### config.mk
export PLATFORM = sky130hd
export DESIGN_NAME = dec_7seg
export DESIGN_NICKNAME = d
export VERILOG_FILES = /design/src/rtl/dec_7seg.sv
export SDC_FILE = /design/constraint.sdc
export NUM_CORES = 1
export LEC_CHECK = 0
export CELL_PAD_IN_SITES_DETAIL_PLACEMENT = 1
export CELL_PAD_IN_SITES_GLOBAL_PLACEMENT = 1
export CORE_AREA = 2 2 44 46
export CTS_BUF_LIST = sky130_fd_sc_hd__clkbuf_8 sky130_fd_sc_hd__clkbuf_16
export CTS_CLUSTER_SIZE = 12
export DETAILED_ROUTE_END_ITERATION = 16
export DIE_AREA = 0 0 46 48
export PLACE_DENSITY = 0.87
export SETUP_SLACK_MARGIN = 0.3
export SLEW_MARGIN = 30
export SYNTH_ARGS = -nofsm -noshare
export SYNTH_HDL_FRONTEND = slang
export SYNTH_SLANG_ARGS = --single-unit
### constraint.sdc
create_clock -name clk -period 3.6 [get_ports clk]
set_input_delay 1.08 -clock clk [delete_from_list [all_inputs] [get_ports clk]]
set_output_delay 1.08 -clock clk [all_outputs]
set_load 0.05 [all_outputs]
### src/rtl/dec_7seg.sv
// dec_7seg: registered hex-to-seven-segment decoder with blanking, lamp test
// and decimal-point pass-through for the multiplexed 8-digit LED display.
//
// Configuration macro:
//   DEC_7SEG_ACTIVE_LOW_EN  defined   -> seg/dp active-low (0 = lit), common-anode wiring
//                           undefined -> seg/dp active-high (1 = lit)
//
// Internally everything is computed as a logical "lit" pattern (1 = lit,
// bit order gfedcba). The physical polarity is applied just before the
// output register, so no combinational path reaches seg/dp.
module dec_7seg (
   input  logic       clk,
   input  logic       rst,
   input  logic       ce,
   input  logic [3:0] dig,
   input  logic       blank,
   input  logic       lamp_test,
   input  logic       dp_in,
   output logic [6:0] seg,
   output logic       dp
);

`ifdef DEC_7SEG_ACTIVE_LOW_EN
   localparam logic INV = 1'b1;
`else
   localparam logic INV = 1'b0;
`endif

   // Physical "all off" drive levels, used by reset.
   localparam logic [6:0] SEG_OFF = {7{INV}};
   localparam logic       DP_OFF  = INV;

   logic [6:0] pat_l;     // decoded logical pattern from dig
   logic [6:0] lit_l;     // logical pattern after lamp test / blank priority
   logic       dp_lit;    // logical decimal point after priority
   logic [6:0] seg_d, seg_q;
   logic       dp_d, dp_q;

   // Hex nibble to logical segment pattern; every value has a defined pattern.
   always_comb begin
      pat_l = 7'h00;
      unique case (dig)
         4'h0:    pat_l = 7'h3F;
         4'h1:    pat_l = 7'h06;
         4'h2:    pat_l = 7'h5B;
         4'h3:    pat_l = 7'h4F;
         4'h4:    pat_l = 7'h66;
         4'h5:    pat_l = 7'h6D;
         4'h6:    pat_l = 7'h7D;
         4'h7:    pat_l = 7'h07;
         4'h8:    pat_l = 7'h7F;
         4'h9:    pat_l = 7'h6F;
         4'hA:    pat_l = 7'h77;
         4'hB:    pat_l = 7'h7C;
         4'hC:    pat_l = 7'h39;
         4'hD:    pat_l = 7'h5E;
         4'hE:    pat_l = 7'h79;
         4'hF:    pat_l = 7'h71;
         default: pat_l = 7'h00;
      endcase
   end

   // Resolve lamp test over blank over normal decode, then apply polarity.
   always_comb begin
      lit_l  = pat_l;
      dp_lit = dp_in;
      if (lamp_test) begin
         lit_l  = 7'h7F;
         dp_lit = 1'b1;
      end else if (blank) begin
         lit_l  = 7'h00;
         dp_lit = 1'b0;
      end
      seg_d = lit_l ^ {7{INV}};
      dp_d  = dp_lit ^ INV;
   end

   // Output registers: reset wins over ce; ce=0 holds the last drive.
   always_ff @(posedge clk) begin
      if (rst) begin
         seg_q <= SEG_OFF;
         dp_q  <= DP_OFF;
      end else if (ce) begin
         seg_q <= seg_d;
         dp_q  <= dp_d;
      end
   end

   assign seg = seg_q;
   assign dp  = dp_q;

endmodule

=== Yosys cells after proc, flatten, opt, wreduce, memory -nomap -nowiden ===
Memory sizes are Yosys's and may differ from the RTL's.
Index checks and enable logic that the tools add are counted.

* Mux-type cells: 4

{| class="wikitable"
|+ Operators by type and width
! operator !! count
|-
| 7-bit 2-to-1 mux || 2
|-
| 1-bit 2-to-1 mux || 2
|}

* Memories: 1
* Bits in registers: 8
* Bits in read-only memories: 112
* Logic and storage cells: 7
* Output and inout bits: 8
* Input bits: 10

{| class="wikitable"
|+ Memory list
! name !! words !! width !! rd ports !! clocked after memory_dff !! wr ports !! RTL line !! text
|-
| (name not given) || 16 || 7 || 1 || 0 || 0 || 42 || <nowiki>unique case (dig)</nowiki>
|}

=== Longest topological paths before layout ===
An unclocked memory read counts as a cell.

* Depth after elaboration: 3
* Gate-level depth with buffers: 6

=== Worst setup path after synthesis ===
OpenSTA, ideal clock, no wires.

* Kind: input port to flip-flop
* Start: in dig[1]
* End: reg seg_q[3], in the netlist seg[3]
* Stages on the path: 6
* Library setup time: 0.086 ns
* Data arrival time: 2.097 ns
* Setup slack: 1.418 ns
* Path through: inv_1 ha_1 nor2b_2 a2111oi_4 a211oi_1 a211oi_1

* Longest elaborated chain between the ends: 3

{| class="wikitable"
|+ Ends and longest elaborated chain
! item !! RTL line !! text
|-
| start: declaration || 15 || <nowiki>input logic [3:0] dig,</nowiki>
|-
| memory read 16 x 7 bit || - ||
|-
| 7-bit 2-to-1 mux || 70 || <nowiki>end else if (blank) begin</nowiki>
|-
| 7-bit 2-to-1 mux || 67 || <nowiki>if (lamp_test) begin</nowiki>
|-
| end signal: assignment || 84 || <nowiki>seg_q <= seg_d;</nowiki>
|-
| end: declaration || 36 || <nowiki>logic [6:0] seg_d, seg_q;</nowiki>
|}

No other way between the ends.
A chain may end at the register's enable or synchronous reset.

=== Final worst setup path ===
* Start: in dig[1]
* End: reg seg_q[0], in the netlist seg[0]

The elaborated chain is that of the path after synthesis.

==> metrics.md <==
| Metric | Value |
|---|---|
| IO buf count | 17 |
| Drt pass-1 iters | 3 |
| Max-slew violations | 0 |
| Initial Util | 34.67% |
| Shortest period the worst path allows | 2.684 ns |
| Worst R2R End | seg[0] |
| Post-cts resize count | 0 |
| Max VDD drop | 0.0002769 V |
| FMAX | 0.3726 GHz |
| RSZ-0062 raised after global routing | false |
| P per Cell Area | 381.6 nW/µm² |
| Gr ovfl total | 0 |
| Post-DP HPWL | 1.188 mm |
| Global router's overall resource usage | 15.37% |
| DR WL/cell | 15.42 µm |
| Outcome | finished, final reports clean |
| Max Cap Viol | 0 |
| H-Tree Level Count | 1 |
| Area of the mapped netlist | 585.6 µm² |
| Residual DRC | 0 |
| Final period utilization | 74.55% |
| Sequential share of power | 32.7% |
| Via count | 540 |
| Worst path slowest cell | clkdlybuf4s50_1 |
| DRT antenna net count | 0 |
| Full die area | 2208 µm² |
| Syn avg cell area | 9.009 µm² |
| Clock Tree Buf Depth | 2 |
| Mapped Nets | 81 |
| Final setup violation count | 0 |
| Layout cells sized above 1 | 12.20% |
| Die W | 46 µm |
| HP Class | reg -> reg |
| DRT iter0 DRCs | 3 |
| CTS Sinks | 8 |
| Yosys reg bits | 8 |
| Nets | 100 |
| CP Launch Type | input port |
| Power Internal | 0.0002072 W |
| Post-Route WL | 1.527 mm |
| Io pins | 18 |
| First-pass GRT wire length | 2.270 mm |
| Syn. warnings | 0 |
| Worst-Skew Late Latency | 0.24 ns |
| Delay of the slowest critical-path stage | 0.55 ns |
| Core area | 1689 µm² |
| Clock share of power | 36.4% |
| Vias in the first global route | 483 |
| R2r worst-path depth | 2 |
| Most frequent cells in the layout | 17 x clkdlybuf4s50_1, 10 x nor2_1, 8 x dfxtp_1 |
| Worst path required time | 3.74 ns |
| Hold Startpoint | seg[4] |
| Post-cts hold buffer count | 0 |
| Slew of the pin with the lowest slew margin | 0.5012 ns |
| Initial antenna violation count | 0 |
| Leakage | 0.3130 nW |
| Post-CTS Repair Setup Buffers | 0 |
| Reg2reg start | seg[0] |
| Worst Hold End | seg[4] |
| Setup WS post-layout | 0.9160 ns |
| Setup TNS | 0 ns |
| Setup Skew | 0 ns |
| CP Capture Type | register |
| Die Span Y | 48 µm |
| Std cell rows | 15 |
| Dpl ws | 0.6607 ns |
| Hold Fails Final Rpt | 0 |
| Largest net degree at the start of global routing | 12 |
| Crit Path Max Fanout | 5 |
| CP arrival | 2.82 ns |
| Mapped Cells | 65 |
| WS Path Type | in -> reg |
| Switching share of power | 32.11% |
| Seq/Total Area, Yosys | 27.35% |
| CTS buffer count | 3 |
| N_diodes | 0 |
| Crit-path cells | clkdlybuf4s50_1 > inv_1 > ha_1 > nor2b_2 > a2111oi_4 > a311oi_1 > a211oi_1 |
| Area delta synth->final | 36.54% |
| Worst Hold Depth | 2 |
| Most common cell after layout, fill and taps aside | clkdlybuf4s50_1 |
| Distinct cells, synth | 25 |
| Gpl congestion | 0.8672 |
| NetSw | 0.00009797 W |
| TritonCTS clock tree | built |
| Vias/cell | 5.455 |
| Logic gate share of total power | 30.9% |
| FF-to-FF setup slack | 2.88 ns |
| Worst-path clk slew | 0.04 ns |
| Root Buffer Master | clkbuf_8 |
| Slew margin rel. | 66.48% |
sequential cells by signal, indices dropped and copies added, names as in the netlist:
name and count:
dp 1, seg 7
Yosys cell counts, drive strengths merged:
cell	instances	area share, %
and2b	1	1.3
a31oi	1	1.1
nand2b	2	2.1
o21ai	2	1.7
nor2b	5	5.8
nor3	2	1.7
nand2	1	0.64
dfxtp	8	27
a2111oi	2	9.4
a221oi	3	4.5
a21oi	2	1.7
a211oi	3	3.8
nor2	10	6.4
a21o	1	1.3
ha	6	13
inv	4	2.6
clkbuf	1	0.64
o22ai	4	4.3
a311oi	1	1.5
buf	3	3.8
mux2	2	3.8
o21ba	1	1.7
cell type report:
cell class / count / area (µm²)
timing repair buffer: 18 / 177.7
fill: 197 / 889.6
clock buffer: 3 / 41.29
inverter: 4 / 15.01
multi-input combinational: 49 / 384.1
tap: 17 / 21.27
sequential: 8 / 160.2
critical path: cells and delay by family:
family	cells	cell delay, ns
simple gates	1	0.20
compound gates	3	0.64
fa+ha+maj	1	0.24
buf+inv	2	0.67
stage by stage:
step                instances  power [W]  hold WS (ns)  instance area, µm²  util, %
finish                     99  0.0003051        0.4868               799.5    47.33
global route               99  0.0003160        0.5259               799.5    47.33
CTS                        99  0.0003085        0.4916               799.5    47.33
detailed placement         96  0.0001958        0.4825               758.2    44.89
global placement           96  0.0001934        0.4680               758.2    44.89
floorplan                  65  0.0001618        0.6926               585.6        -
worst max-delay path by stage:
| stage | startpoint | endpoint | slack [ns] |
|---|---|---|---|
| after global placement | dig[0] | seg[3] | 0.70 |
| final | dig[1] | seg[0] | 0.92 |
| after floorplan | dig[1] | seg[3] | 1.42 |
| after global routing | dig[1] | seg[0] | 0.79 |
| after CTS | dig[1] | seg[0] | 0.90 |
| after detailed placement | dig[1] | seg[0] | 0.66 |
cell families (layout without fill, tap and decap cells):
family,count (synthesis),count (layout),share of synthesized area (%)
multiplexers,2,2,3.846
buffers and inverters,8,25,7.050
AND/OR/NAND/NOR,21,21,17.95
AO/OA/AOI/OAI,20,20,30.98
flip-flops,8,8,27.35
adder cells (fa/ha/maj),6,6,12.82
power by group through the flow:
stage                     clock (W)  combinational, W  sequential [W]
after floorplan                   0         0.0000365        0.000125
after global placement            0         0.0000926        0.000101
after detailed placement          0         0.0000945        0.000101
after CTS                  0.000113         0.0000951       0.0000999
after global routing       0.000114          0.000101        0.000100
final                      0.000111         0.0000943       0.0000997
metal layers:
metal	up-vias	share of wire (%)	global-route usage (%)
met1	254	45	17.63
met4	0	2.5	8.571
met3	5	3.4	5.660
li1	269	-	-
met2	12	49	24.72
met5	-	0	0
No activity file was read; power rests on OpenSTA's default activity.
==> patch, RTL diff (same flow settings) <==
Build with the macro `DEC_7SEG_ACTIVE_LOW_EN` defined.
--- a/src/rtl/dec_7seg.sv
+++ b/src/rtl/dec_7seg.sv
@@ -8,6 +8,8 @@
 // Internally everything is computed as a logical "lit" pattern (1 = lit,
 // bit order gfedcba). The physical polarity is applied just before the
 // output register, so no combinational path reaches seg/dp.
+`define DEC_7SEG_ACTIVE_LOW_EN
+
 module dec_7seg (
    input  logic       clk,
    input  logic       rst,
Check against the original RTL: not equivalent (Yosys sat finds a counterexample within 4 cycles, from zero or initial values and one cycle with rst high).
==> patch against the unedited design <==
Worst setup slack worse by 98 ps; sequential cell count unchanged; routed wire length down 11%; power down 4.6%; sequential power about the same; via count down 3.1%; area after synthesis down 7.5%; design area down 6.3%; largest power group unchanged.
==> patch: results (changes against the unedited design) <==
Yosys
  – Complex-gate fraction of the synthesized area: 32.3% (+1.3 points)
  – Ranking of synthesized cells by area: dfxtp_1 (30%), ha_1 (14%), nor2b_1 (9.2%), a21oi_1 (7.4%), o21ai_0 (4.6%)
  – Syn nets: 82 (+1.2%)
  – Post-synthesis mux area share: 0% (-3.8 points)
  – Main synth FF type: dfxtp_1
  – Adder-cell share of the synthesized area: 13.9% (+1.0 points)
  – Top cells by count, synth: a21oi_1 (8), dfxtp_1 (8), nor2b_1 (8), ha_1 (6)
  – Register area share after synthesis: 29.6% (+2.2 points)
  – Synth cell types: 25 (unchanged)

Place
  – GP Congestion: 0.863 (-0.44%)
  – Dpl ws: 630 ps (-30.3 ps)
  – Dpl hpwl: 1120 um (-5.6%)

Clocking
  – Inserted Clock Buffers: 3 (unchanged)
  – Clk Latency, worst-skew pair: 220 ps (-20 ps)

Power
  – Cell leakage power: 0.292 nW (-6.8%)
  – Maximum VDD drop: 0.120 mV (-57%)

Routing
  – Total routed wirelength: 1360 um (-11%)
  – WL met2: 662 um (-11%)
  – Met3 WL: 56 um (+7.7%)
  – Starting DRC count in detailed routing: 6 (+3)
  – M1 WL: 605 um (-12%)
  – Pre-Repair DR Iteration Count: 4 (+1)
  – Via Count: 523 (-3.1%)

Status
  – Status: finished clean

Layout
  – Fraction of layout cells with a size suffix above 1: 4.88% (-7.3 points)
  – Filler instances: 212 (+7.6%)

GRT
  – First-pass GRT wire length: 2080 um (-8.5%)
  – Largest net degree at the start of global routing: 17 (+5)
  – Vias in the first global route: 475 (-1.7%)
  – GRT Util Overall: 13.6% (-1.8 points)

STA
  – Slew HR: 66.3% (-0.19 points)

Critical path
  – Critical path arrival: 2890 ps (+70 ps)
==> patch: critical path: stages <==
cell	delay, ps
clkdlybuf4s50_1	550
inv_1	130
ha_1	250
nor2b_1	160
a2111oi_1	460
a311o_1	200
o21ai_1	60
==> patch: layer usage <==
metal / vias to the layer above / track usage, %
li1: 270 / -
met1: 233 / 14.4
met2: 16 / 22.5
met3: 4 / 3.77
met4: 0 / 10.9
met5: - / 0
==> patch: logic make-up after synthesis <==
kind of cell | count (synthesis)
AO/OA/AOI/OAI | 28
adder cells (fa/ha/maj) | 6
buffers and inverters | 8
flip-flops | 8
AND/OR/NAND/NOR | 16
==> patch: through the flow <==
step	util, %	cell area [um2]	hold WS [ps]	std cells
2_1_floorplan	-	542	750	66
3_3_place_gp	41.9	708	453	96
3_5_place_dp	41.9	708	462	96
4_1_cts	44.4	749	471	99
5_1_grt	44.4	749	486	99
6_report	44.4	749	464	99
==> patch: worst paths after layout <==
| path | from | endpoint | slack, ps | depth (start not counted) |
|---|---|---|---|---|
| worst min-delay path | dp | dp | 460 | 2 |
| worst max register to register | seg[1] | seg[1] | 2900 | 1 |
| worst max-delay path | dig[1] | seg[0] | 820 | 7 |
| worst min register to register | dp | dp | 460 | 2 |
==> patch: where the power goes <==
group          leakage (nW)  internal (mW)  total [mW]  switching [mW]
clock network        0.0216         0.0723       0.106          0.0335
logic                 0.203         0.0338      0.0857          0.0520
registers            0.0670         0.0962      0.0995         0.00328
==> patch: area by class of cell <==
cell class              count  area share, %
clock buffers               3           5.51
inverters                   4           2.00
multi-input cells          50           45.6
flip-flops and latches      8           21.4
well taps                  17           2.84
repair buffers             17           22.7
